==> config.mk <==
export PLATFORM = sky130hd
export DESIGN_NAME = seen_event_logger_flat
export DESIGN_NICKNAME = d
export VERILOG_FILES = /design/src/rtl/seen_event_logger_pkg.sv /design/src/rtl/seen_event_logger_if.sv /design/src/rtl/seen_event_logger_evt_fifo.sv /design/src/rtl/seen_event_logger.sv /design/src/flat_wrapper.sv
export SDC_FILE = /design/constraint.sdc
export NUM_CORES = 1
export LEC_CHECK = 0
export ABC_CLOCK_PERIOD_IN_PS = 2400
export CELL_PAD_IN_SITES_DETAIL_PLACEMENT = 0
export CELL_PAD_IN_SITES_GLOBAL_PLACEMENT = 1
export CORE_ASPECT_RATIO = 1.75
export CORE_MARGIN = 4
export CORE_UTILIZATION = 43
export DETAILED_ROUTE_END_ITERATION = 6
export GPL_ROUTABILITY_DRIVEN = 0
export PLACE_DENSITY_LB_ADDON = 0.1
export SYNTH_ARGS = -nofsm -noshare
export SYNTH_HDL_FRONTEND = slang
export SYNTH_SLANG_ARGS = --single-unit
export TNS_END_PERCENT = 1
==> constraint.sdc <==
create_clock -name clk -period 2.4 [get_ports clk]
set_input_delay 0.24 -clock clk [delete_from_list [all_inputs] [get_ports clk]]
set_output_delay 0.24 -clock clk [all_outputs]
set_load 0.01 [all_outputs]
==> src/rtl/seen_event_logger_pkg.sv <==
// Shared defaults and types for the seen-event logger slice.
// Timestamp, FIFO depth and statistics widths used when the top is not overridden.
package seen_logger_pkg;
    localparam int DEF_TS_W  = 16;
    localparam int DEF_DEPTH = 4;
    localparam int DEF_CNT_W = 8;

    typedef logic [DEF_TS_W-1:0] ts_t;
endpackage

==> src/rtl/seen_event_logger_if.sv <==
// Event drain channel from the logger (master) to the host/debug consumer (slave).
interface seen_event_logger_if #(
    parameter int TS_W = 16
) ();
    // Transfer happens on a rising edge where evt_valid & evt_ready are both high;
    // while evt_valid=1 and evt_ready=0 the master holds evt_valid and evt_ts stable,
    // and evt_valid never depends combinationally on evt_ready.
    logic            evt_valid;
    logic            evt_ready;
    logic [TS_W-1:0] evt_ts;

    modport master (output evt_valid, output evt_ts, input evt_ready);
    modport slave  (input evt_valid, input evt_ts, output evt_ready);
endinterface

==> src/rtl/seen_event_logger_evt_fifo.sv <==
// Generic first-word-fall-through synchronous FIFO; head entry is visible on rd_data
// whenever empty=0. Push and pop may coincide when full (new entry lands at the tail).
module evt_fifo #(
    parameter int WIDTH = 16,
    parameter int DEPTH = 4
) (
    input  logic                     clk,
    input  logic                     rst_n,
    input  logic                     push,
    input  logic [WIDTH-1:0]         wr_data,
    input  logic                     pop,
    output logic [WIDTH-1:0]         rd_data,
    output logic                     full,
    output logic                     empty,
    output logic [$clog2(DEPTH):0]   level
);
    localparam int PTR_W = $clog2(DEPTH);
    localparam int LVL_W = PTR_W + 1;

    logic [WIDTH-1:0] mem_q [DEPTH];
    logic [WIDTH-1:0] mem_d [DEPTH];
    logic [PTR_W-1:0] wr_ptr_q, wr_ptr_d;
    logic [PTR_W-1:0] rd_ptr_q, rd_ptr_d;
    logic [LVL_W-1:0] level_q, level_d;

    always_comb begin
        mem_d    = mem_q;
        wr_ptr_d = wr_ptr_q;
        rd_ptr_d = rd_ptr_q;
        level_d  = level_q;
        // When full, wr_ptr equals rd_ptr: a simultaneous push overwrites the slot being popped.
        if (push) begin
            mem_d[wr_ptr_q] = wr_data;
            wr_ptr_d        = wr_ptr_q + PTR_W'(1);
        end
        if (pop) begin
            rd_ptr_d = rd_ptr_q + PTR_W'(1);
        end
        case ({push, pop})
            2'b10:   level_d = level_q + LVL_W'(1);
            2'b01:   level_d = level_q - LVL_W'(1);
            default: level_d = level_q;
        endcase
    end

    always_ff @(posedge clk or negedge rst_n) begin
        if (!rst_n) begin
            wr_ptr_q <= '0;
            rd_ptr_q <= '0;
            level_q  <= '0;
        end else begin
            wr_ptr_q <= wr_ptr_d;
            rd_ptr_q <= rd_ptr_d;
            level_q  <= level_d;
        end
    end

    // Storage needs no reset: contents are only observed while level is non-zero.
    always_ff @(posedge clk) begin
        mem_q <= mem_d;
    end

    assign rd_data = mem_q[rd_ptr_q];
    assign full    = (level_q == LVL_W'(DEPTH));
    assign empty   = (level_q == '0);
    assign level   = level_q;
endmodule

==> src/rtl/seen_event_logger.sv <==
// Timestamps each 'seen' pulse with a free-running cycle counter, buffers the stamps
// in a FWFT FIFO drained over ready/valid, and keeps clearable saturating statistics.
module seen_event_logger
    import seen_logger_pkg::*;
#(
    parameter int TS_W  = DEF_TS_W,
    parameter int DEPTH = DEF_DEPTH,
    parameter int CNT_W = DEF_CNT_W
) (
    input  logic                    clk,
    input  logic                    resetn,
    input  logic                    seen,
    input  logic                    clr_stats,
    seen_event_logger_if.master     evt,
    output logic [$clog2(DEPTH):0]  fifo_level,
    output logic [CNT_W-1:0]        match_count,
    output logic [CNT_W-1:0]        drop_count,
    output logic                    overflow
);
    logic [TS_W-1:0]  ts_q, ts_d;
    logic [CNT_W-1:0] match_q, match_d;
    logic [CNT_W-1:0] drop_q, drop_d;
    logic             overflow_q, overflow_d;

    logic full, empty, push, pop, drop;
    logic [TS_W-1:0] head_ts;

    // pop uses FIFO state rather than evt_valid so valid stays a pure state output.
    assign pop  = !empty & evt.evt_ready;
    assign push = seen & (!full | pop);
    assign drop = seen & full & !pop;

    evt_fifo #(
        .WIDTH (TS_W),
        .DEPTH (DEPTH)
    ) u_fifo (
        .clk     (clk),
        .rst_n   (resetn),
        .push    (push),
        .wr_data (ts_q),
        .pop     (pop),
        .rd_data (head_ts),
        .full    (full),
        .empty   (empty),
        .level   (fifo_level)
    );

    always_comb begin
        ts_d = ts_q + TS_W'(1);

        // Clear acts first, then this cycle's events are counted on top of zero.
        match_d    = clr_stats ? '0 : match_q;
        drop_d     = clr_stats ? '0 : drop_q;
        overflow_d = clr_stats ? 1'b0 : overflow_q;

        if (seen && (match_d != '1)) begin
            match_d = match_d + CNT_W'(1);
        end
        if (drop && (drop_d != '1)) begin
            drop_d = drop_d + CNT_W'(1);
        end
        if (drop) begin
            overflow_d = 1'b1;
        end
    end

    always_ff @(posedge clk or negedge resetn) begin
        if (!resetn) begin
            ts_q       <= '0;
            match_q    <= '0;
            drop_q     <= '0;
            overflow_q <= 1'b0;
        end else begin
            ts_q       <= ts_d;
            match_q    <= match_d;
            drop_q     <= drop_d;
            overflow_q <= overflow_d;
        end
    end

    assign evt.evt_valid = !empty;
    assign evt.evt_ts    = head_ts;
    assign match_count   = match_q;
    assign drop_count    = drop_q;
    assign overflow      = overflow_q;
endmodule

==> src/flat_wrapper.sv <==
// flat-port wrapper written by rule: the top's interface ports become plain ports
module seen_event_logger_flat import seen_logger_pkg::*;
#(
    parameter int TS_W  = DEF_TS_W,
    parameter int DEPTH = DEF_DEPTH,
    parameter int CNT_W = DEF_CNT_W
)
  (clk, resetn, seen, clr_stats, fifo_level, match_count, drop_count, overflow, evt_evt_valid, evt_evt_ts, evt_evt_ready);
  seen_event_logger_if #(.TS_W(TS_W)) evt_i ();
  input  logic clk;
  input  logic resetn;
  input  logic seen;
  input  logic clr_stats;
  output logic [$clog2(DEPTH):0] fifo_level;
  output logic [CNT_W-1:0] match_count;
  output logic [CNT_W-1:0] drop_count;
  output logic overflow;
  output wire logic [$bits(evt_i.evt_valid)-1:0] evt_evt_valid;
  output wire logic [$bits(evt_i.evt_ts)-1:0] evt_evt_ts;
  input wire logic [$bits(evt_i.evt_ready)-1:0] evt_evt_ready;
  assign evt_evt_valid = evt_i.evt_valid;
  assign evt_evt_ts = evt_i.evt_ts;
  assign evt_i.evt_ready = evt_evt_ready;
  seen_event_logger #(.TS_W(TS_W), .DEPTH(DEPTH), .CNT_W(CNT_W)) u_core (.clk(clk), .resetn(resetn), .seen(seen), .clr_stats(clr_stats), .evt(evt_i), .fifo_level(fifo_level), .match_count(match_count), .drop_count(drop_count), .overflow(overflow));
endmodule
==> results of run 1 <==
-- final cells by class --
cell class	instances	share of cell area [%]
well taps	125	2.955
inverters	12	0.8511
multi-input cells	145	24.49
flip-flops and latches	104	55.22
clock buffers	14	4.988
repair buffers	58	10.78
clock inverters	2	0.7092
-- cells in the mapped netlist (2+ instances only) --
master,number
nor4_1,2
edfxtp_1,64
xor2_1,11
mux2i_1,2
or3_2,2
nor3_1,4
a21oi_1,7
and4_1,2
xnor2_1,15
or3_1,2
ha_1,8
nand4_1,6
nor2_1,7
and2_1,5
o21ai_0,4
inv_1,12
buf_2,2
o31ai_1,2
nor2b_1,5
mux4_2,16
and3_1,4
clkbuf_1,5
mux2_2,2
nand2_1,15
nand3_1,10
dfrtp_1,40
-- cell families after synthesis --
family                   after synthesis  share of synthesized area, %
AND/OR/NAND/NOR                       70                         9.356
multiplexers                          20                         9.385
adder cells (fa/ha/maj)                9                         2.798
flip-flops                           104                         68.09
AO/OA/AOI/OAI                         20                         3.352
buffers and inverters                 19                         1.720
XOR/XNOR                              26                         5.305
-- sequential cells by signal, indices dropped and copies added (netlist names) --
signal	count
u_core.drop_count	8
u_core.match_count	8
u_core.overflow	1
u_core.ts_q	16
u_core.u_fifo.level	3
u_core.u_fifo.mem_q	64
u_core.u_fifo.rd_ptr_q	2
u_core.u_fifo.wr_ptr_q	2
-- placed cells by master (no fill, tap or decap), drive strengths merged, types with 2 or more instances in the layout --
cell and n:
mux2i 2, nand2 15, and3 4, edfxtp 64
nor3 4, inv 12, xor2 11, mux2 2
nand3 10, nor4 2, nor2b 5, or3 4
clkdlybuf4s50 40, buf 18, nor2 7, a21oi 7
and4 2, ha 8, mux4 16, and2 6
clkbuf 14, o21ai 4, o31ai 2, dfrtp 40
xnor2 15, nand4 6
-- through the flow --
step / setup slack (ns) / hold WS (ns)
final: 0.1852 / 0.05098
after CTS: 0.1498 / 0.09166
after global placement: 0.08304 / 0.4361
after floorplan: 0.08173 / -0.05559
after detailed placement: 0.05381 / 0.4505
after global routing: 0.1063 / 0.1251
-- routing by layer --
metal | GRT usage [%] | up-vias | share of wire [%]
li1 | - | 1134 | -
met1 | 16.39 | 1199 | 39
met3 | 3.414 | 13 | 3.6
met4 | 6.695 | 0 | 2.3
met2 | 26.82 | 48 | 55
met5 | 0 | - | 0
-- worst max path at each step --
stage	startpoint	endpoint	slack (ns)	cells after the start
detailed placement	evt_evt_ready	u_core.u_fifo.level[2]	0.05	10
CTS	u_core.u_fifo.rd_ptr_q[0]	evt_evt_ts[8]	0.15	3
finish	u_core.u_fifo.rd_ptr_q[0]	evt_evt_ts[8]	0.19	3
global placement	evt_evt_ready	u_core.u_fifo.level[2]	0.08	10
floorplan	u_core.u_fifo.level[1]	u_core.u_fifo.level[2]	0.08	10
global route	u_core.u_fifo.rd_ptr_q[0]	evt_evt_ts[8]	0.11	3
-- worst register-to-register path, stage by stage, from the launching register on --
cell and delay (ns):
dfrtp_1 0.47, nor4b_4 0.26, and2b_2 0.25, inv_1 0.05
ha_1 0.15, inv_1 0.05, fa_1 0.37, xor2_1 0.15
nor2_1 0.11, xor2_1 0.14
-- power by group through the flow --
stage | registers (mW) | logic (mW) | clock network [mW]
after global routing | 2.41 | 1.70 | 1.57
final | 2.38 | 1.58 | 1.45
after detailed placement | 2.42 | 1.62 | 0
after floorplan | 2.39 | 0.850 | 0
after global placement | 2.40 | 1.61 | 0
after CTS | 2.39 | 1.62 | 1.48
==> run summary, run 1 <==
outcome: complete, no violations
Buffers on Ports: 41
post-CTS sizing: 0
Final nets: 344
Reg-to-Reg Start: u_core.u_fifo.level[0]
register area: 0.002923 mm^2
Yosys warnings: 0
R2R Path End: u_core.u_fifo.level[2]
Async S/R FF share, synth: 38.46%
power share of the combinational group: 29.2%
clk buf depth: 2
synthesized area per cell: 16.02 um^2
worst path required time: 2.16 ns
Synth Flop Type: edfxtp_1
CTS tree: built
Area growth syn-to-layout: 23.29%
PD cells: 1020 mW/mm^2
design area: 0.005293 mm^2
DR vias: 2394
number of global-route vias before repair: 2569
Synth Register Bits: 104
Multi-input gate area: 0.001296 mm^2
CP Cell Sequence: buf_12 -> mux4_2 -> clkdlybuf4s50_1
MaxCap Viol Count: 0
setup violators final: 0
net count after synthesis: 282
core area: 0.009789 mm^2
Tmin final: 2.215 ns
Worst Path Buf+Inv: 2
RSZ-0062 raised after global routing: no
Critical Path Source Type: flop
1st-pass router iterations: 4
Std-Cell Rows: 48
Inserted Diodes: 0
Synth top area share: 44.77%
gr ovfl total: 0
Post-synth EDFFs: 64
crit path capture type: output pin
P_leak: 1.954 nW
post-DR wirelength/cell: 17.29 um
clock power share: 26.8%
max frequency: 0.4515 GHz
Top delay family on crit path: buffers and inverters
layout cells sized above 1: 16.72%
Rel. slew slack: 36.31%
Die W: 83.53 um
setup bufs post-CTS: 0
hold_buf cts: 0
sequential element share of the synthesized area: 68.09%
CTS sink cnt: 104
Critical Path AT: 1.97 ns
global-route wire length before repair: 13290 um
worst skew pair latency: 0.33 ns
Power Internal: 3.995 mW
Hold Fails Final Rpt: 0
H-tree depth: 3
fin. max-slew vios: 0
clock skew: 0.006330 ns
period utilization: 92.28%
switching power: 1.406 mW
Mapped Cells: 268
TritonCTS Buffers: 9
Layout Cells excl Fill: 460
half-perimeter wire length after detailed placement: 5371 um
overall power: 5.401 mW
dpl cell area: 0.004991 mm^2
critical path peak fanout: 18
Synth area leaders: edfxtp_1 (45%), dfrtp_1 (23%), mux4_2 (8.4%)
Max stage delay cell, worst path: mux4_2
Antenna Nets Post-Route: 0
Die Footprint: 0.01171 mm^2
Via density: 5.204
die extent in y: 140.2 um
CTS clk-pin slew, worst paths: 0.06 ns
post-route core utilization: 54.06%
initial drt markers: 95
Starting Density: 43.85%
R2R cell count: 9
DRC violation count after routing: 0
highest ir drop seen on vdd: 664.6 uV
R2R Setup Slk: 0.34 ns
Filler Cell Count: 844
worst min-delay path class: in2async
IO Pins: 42
DP Cell Count: 444
Final TNS setup: 0 ns
overall routing resource usage: 14.81%
Synth cell types: 40
slowest cell delay on critical path: 0.55 ns
Worst-Margin Slew: 0.9553 ns
sequential share of power: 44.0%
Syn Std Cell Area: 0.004293 mm^2
largest net degree at the start of global routing: 41
initial antenna violation count: 0
Synth area leader: edfxtp_1
switch share: 26.04%
root buffer cell: clkbuf_16
Post-Route WL: 7952 um
kind of critical path: reg2out
(Power assumes the default switching activity.)
==> run 2: changes to the inputs <==
--- a/config.mk
+++ b/config.mk
@@ -13,2 +13,3 @@
 export CORE_UTILIZATION = 43
+export CTS_CLUSTER_DIAMETER = 150
 export DETAILED_ROUTE_END_ITERATION = 6
--- a/constraint.sdc
+++ b/constraint.sdc
@@ -3,2 +3,2 @@
 set_output_delay 0.24 -clock clk [all_outputs]
-set_load 0.01 [all_outputs]
+set_load 0.005 [all_outputs]
==> run 2 against run 1 <==
  * Global-route usage down 0.57 points
  * Final cell count down 0.43%
  * First-iteration DRC count up 15%
  * Total power down 3.8%
  * Critical endpoint unchanged
  * Combinational power down 6%
  * Clock power down 9.7%
  * Clock skew down 0.0014 ns
  * Design area about the same
  * Die area unchanged
  * Non-clock buffer count down 2
  * Critical path depth unchanged
  * Maximum frequency down 0.45%
==> run summary, run 2 (synthesis results as in run 1) <==
design area: 0.005288 mm^2
worst hold slack: 0.03979 ns
Die W: 83.53 um
Post-Route WL: 7651 um
die extent in y: 140.2 um
Final TNS setup: 0 ns
CTS tree: built
highest ir drop seen on vdd: 555.8 uV
worst slack at placement: 0.008798 ns
Final nets: 342
core area: 0.009789 mm^2
Largest regs: u_core.u_fifo.mem_q (64), u_core.ts_q (16)
clk buf depth: 2
critical path peak fanout: 16
layout cells sized above 1: 16.82%
Filler Cell Count: 846
worst path required time: 2.16 ns
setup bufs post-CTS: 0
DP Cell Count: 442
Max stage delay cell, worst path: mux4_2
Power Internal: 3.852 mW
sequential share of power: 46.3%
max frequency: 0.4495 GHz
P_leak: 1.936 nW
clock skew: 0.004937 ns
post-DR wirelength/cell: 16.71 um
Via density: 5.170
initial drt markers: 109
IO Pins: 42
Critical Path Source Type: flop
period utilization: 92.70%
clock power share: 25.1%
Top delay family on crit path: buffers and inverters
max reg flops: 64
Buffers on Ports: 41
CTS clk-pin slew, worst paths: 0.07 ns
most frequent cells in the layout: edfxtp_1 (64), clkdlybuf4s50_1 (40), dfrtp_1 (40)
H-tree depth: 3
outcome: complete, no violations
Worst-Margin Slew: 0.9221 ns
Critical Path AT: 1.98 ns
root buffer cell: clkbuf_16
setup violators final: 0
post-CTS sizing: 0
TritonCTS Buffers: 9
DRC violation count after routing: 0
hold_buf cts: 0
Die Footprint: 0.01171 mm^2
gr ovfl total: 0
Layout Cells excl Fill: 458
kind of critical path: reg2out
dpl cell area: 0.005014 mm^2
CP Cell Sequence: buf_12 -> mux4_2 -> clkdlybuf4s50_1
RSZ-0062 raised after global routing: no
Starting Density: 43.85%
Tmin final: 2.225 ns
post-route core utilization: 54.01%
Area growth syn-to-layout: 23.17%
commonest non-fill, non-tap cell in the layout: edfxtp_1
initial antenna violation count: 0
MaxCap Viol Count: 0
Inserted Diodes: 0
switch share: 25.89%
Worst Path Buf+Inv: 2
CTS sink cnt: 104
worst skew pair latency: 0.33 ns
overall power: 5.198 mW
largest net degree at the start of global routing: 41
largest reg by FF count: u_core.u_fifo.mem_q
power share of the combinational group: 28.6%
1st-pass router iterations: 4
switching power: 1.346 mW
Std-Cell Rows: 48
number of global-route vias before repair: 2527
worst min-delay path class: in2async
overall routing resource usage: 14.24%
crit path capture type: output pin
half-perimeter wire length after detailed placement: 5210 um
Hold Fails Final Rpt: 0
Antenna Nets Post-Route: 0
PD cells: 983.0 mW/mm^2
global-route wire length before repair: 12820 um
fin. max-slew vios: 0
slowest cell delay on critical path: 0.53 ns
DR vias: 2368
Rel. slew slack: 38.53%
post-route setup slack: 0.1752 ns
-- run 2: changes by cell type in the layout (fill, tap and decap cells not counted), moves of 2 or more --
| cell | before | now |
|---|---|---|
| buf_12 | 3 | 6 |
| buf_4 | 14 | 9 |
| clkbuf_1 | 3 | 0 |
| clkbuf_8 | 2 | 0 |
| clkinv_4 | 0 | 2 |
| clkinvlp_4 | 1 | 3 |
-- run 2: path summary, 6_finish.rpt --
path	startpoint	to	slack [ns]	cells past startpoint
max reg2reg	u_core.u_fifo.level[0]	u_core.u_fifo.level[2]	0.30	9
max in group asynchronous	resetn	u_core.ts_q[5]	1.78	1
min reg2reg	u_core.match_count[5]	u_core.match_count[5]	0.53	1
min	resetn	u_core.match_count[0]	0.04	1
max	u_core.u_fifo.rd_ptr_q[0]	evt_evt_ts[8]	0.18	3
min in group clk	u_core.match_count[5]	u_core.match_count[5]	0.53	1
-- run 2: final cells by class --
class / count / area [um^2] / share of cell area, %
Clock buffer: 9 / 225.2 / 4.259
Timing Repair Buffer: 56 / 593.1 / 11.22
Inverter: 12 / 45.04 / 0.8519
Sequential cell: 104 / 2923 / 55.28
Tap cell: 125 / 156.4 / 2.958
Multi-Input combinational cell: 145 / 1296 / 24.51
Clock inverter: 7 / 48.80 / 0.9229
-- run 2: worst register-to-register path: cells and delay by family (launching register included) --
kind	cells	cell delay, ns
simple gates	3	0.62
flops	1	0.47
buf+inv	2	0.10
fa+ha+maj	2	0.52
xor+xnor	2	0.31
-- run 2: power by group through the flow --
stage | clock, mW | combinational (mW) | sequential [mW]
floorplan | 0 | 0.777 | 2.37
global placement | 0 | 1.53 | 2.43
detailed placement | 0 | 1.54 | 2.45
CTS | 1.34 | 1.54 | 2.42
global route | 1.43 | 1.63 | 2.44
finish | 1.31 | 1.49 | 2.41
-- run 2: layer usage --
| metal | track usage [%] | up-vias | wire length, um |
|---|---|---|---|
| li1 | - | 1127 | - |
| met1 | 15.42 | 1184 | 2912 |
| met2 | 26.69 | 47 | 4367 |
| met3 | 3.296 | 10 | 259 |
| met4 | 5.339 | 0 | 111 |
| met5 | 0 | - | 0 |
==> run 3: changes to the inputs <==
ABC_CLOCK_PERIOD_IN_PS = default   (was 2400)
CORE_UTILIZATION = 45   (was 43)
clock period = 2.2 ns   (was 2.4 ns; I/O delays follow)
==> run 3 against run 2 <==
  * Register-to-register slack lost 0.14 ns
  * Design area increased by 2.3%
  * Critical path depth unchanged
  * Critical path type unchanged
  * Wire length up 2.8%
  * Clock power is 25% higher
  * Die area decreased by 4.1%
  * Global-route usage rose by 1.8 points
==> run summary, run 3 (synthesis results as in run 1) <==
Largest regs: u_core.u_fifo.mem_q (64), u_core.ts_q (16)
commonest non-fill, non-tap cell in the layout: edfxtp_1
CTS sink cnt: 104
RSZ-0062 raised after global routing: no
Post-Route WL: 7863 um
die extent in y: 137.2 um
design area: 0.005410 mm^2
Rel. slew slack: 60.11%
Die Footprint: 0.01123 mm^2
worst path required time: 1.98 ns
worst hold slack: 0.4254 ns
gr ovfl total: 0
Final TNS setup: 0 ns
overall routing resource usage: 16.05%
initial drt markers: 182
highest ir drop seen on vdd: 427.0 uV
DP Cell Count: 445
Antenna Nets Post-Route: 0
Die W: 81.83 um
Starting Density: 46.62%
worst slack at placement: -0.1046 ns
worst min-delay path class: in2async
Multi-input gate area: 0.001311 mm^2
fin. max-slew vios: 0
TritonCTS Buffers: 9
Via density: 5.328
max reg flops: 64
layout cells sized above 1: 20.12%
setup violators final: 0
critical path peak fanout: 17
Area growth syn-to-layout: 26.03%
Inserted Diodes: 0
Buffers on Ports: 41
register area: 0.002924 mm^2
Worst-Margin Slew: 0.5984 ns
global-route wire length before repair: 13060 um
slowest cell delay on critical path: 0.52 ns
half-perimeter wire length after detailed placement: 5357 um
Std-Cell Rows: 46
DRC violation count after routing: 0
largest reg by FF count: u_core.u_fifo.mem_q
period utilization: 95.86%
IO Pins: 42
post-route setup slack: 0.09115 ns
core area: 0.009209 mm^2
Filler Cell Count: 764
Top delay family on crit path: buffers and inverters
Worst Path Buf+Inv: 2
PD cells: 1094 mW/mm^2
H-tree depth: 3
Final nets: 352
root buffer cell: clkbuf_16
Tmin final: 2.109 ns
DR vias: 2467
1st-pass router iterations: 4
kind of critical path: reg2out
CTS clk-pin slew, worst paths: 0.06 ns
post-DR wirelength/cell: 16.98 um
Critical Path AT: 1.89 ns
initial antenna violation count: 0
largest net degree at the start of global routing: 26
Max stage delay cell, worst path: mux4_2
worst skew pair latency: 0.33 ns
CP Cell Sequence: buf_12 -> mux4_2 -> clkdlybuf4s50_1
clock skew: 0.006741 ns
clk buf depth: 2
MaxCap Viol Count: 0
Layout Cells excl Fill: 463
Critical Path Source Type: flop
crit path capture type: output pin
number of global-route vias before repair: 2521
P_leak: 2.022 nW
CTS tree: built
outcome: complete, no violations
max frequency: 0.4742 GHz
dpl cell area: 0.005072 mm^2
overall power: 5.921 mW
Hold Fails Final Rpt: 0
post-route core utilization: 58.75%
most frequent cells in the layout: edfxtp_1 (64), dfrtp_1 (39), clkdlybuf4s50_1 (37)
-- run 3: changes by cell type in the layout (fill, tap and decap cells not counted), moves of 2 or more --
cell             delta
clkinvlp_4          -3
clkbuf_1            +2
clkdlybuf4s50_1     -3
inv_1               -2
clkinv_4            -2
buf_4              +10
dlymetal6s2s_1      +3
bufinv_16           +2
-- run 3: final cells by class --
type                            count  share of cell area (%)
Timing Repair Buffer               66                   12.30
Sequential cell                   104                   54.05
Tap cell                          120                   2.775
Inverter                           12                  0.8788
Multi-Input combinational cell    145                   24.24
Clock inverter                      5                   1.457
Clock buffer                       11                   4.302
-- run 3: final timing paths --
kind / depth (start not counted) / startpoint / endpoint / slack, ns
setup / recovery: 3 / u_core.u_fifo.rd_ptr_q[0] / evt_evt_ts[0] / 0.09
hold / removal: 2 / resetn / u_core.match_count[4] / 0.43
setup reg to reg: 9 / u_core.u_fifo.level[1] / u_core.u_fifo.level[2] / 0.16
hold reg to reg: 1 / u_core.u_fifo.level[2] / u_core.u_fifo.level[2] / 0.53
max in group asynchronous: 3 / resetn / u_core.ts_q[10] / 1.20
min in group clk: 1 / u_core.u_fifo.level[2] / u_core.u_fifo.level[2] / 0.53
-- run 3: metal layers --
metal / vias up / routed length, um / global-route usage, % / part of all wire, %
li1: 1155 / - / - / -
met1: 1255 / 2917 / 17.86 / 37
met3: 9 / 192 / 2.880 / 2.4
met4: 0 / 146 / 6.932 / 1.9
met2: 48 / 4606 / 29.16 / 59
met5: - / 0 / 0 / 0
-- run 3: where the power goes --
| group | switching, mW | internal (mW) |
|---|---|---|
| sequential | 0.140 | 2.45 |
| combinational | 0.673 | 1.01 |
| clock | 0.647 | 0.997 |
-- run 3: what timing repair did --
action / in CTS / in global routing
endpoints found under the setup margin: 0 / 8
endpoints found under the hold margin: 23 / 0
gates resized for setup: 0 / 4
hold buffers: 1 / 0
setup buffers: 0 / 1
-- run 3: worst register-to-register path: stages (launching register included) --
cell and delay [ns]:
dfrtp_2 0.44, nor4b_4 0.27, and2b_2 0.27, inv_4 0.06, ha_4 0.12, inv_2 0.04
fa_2 0.35, xor2_1 0.15, nor2_1 0.12, xor2_1 0.16
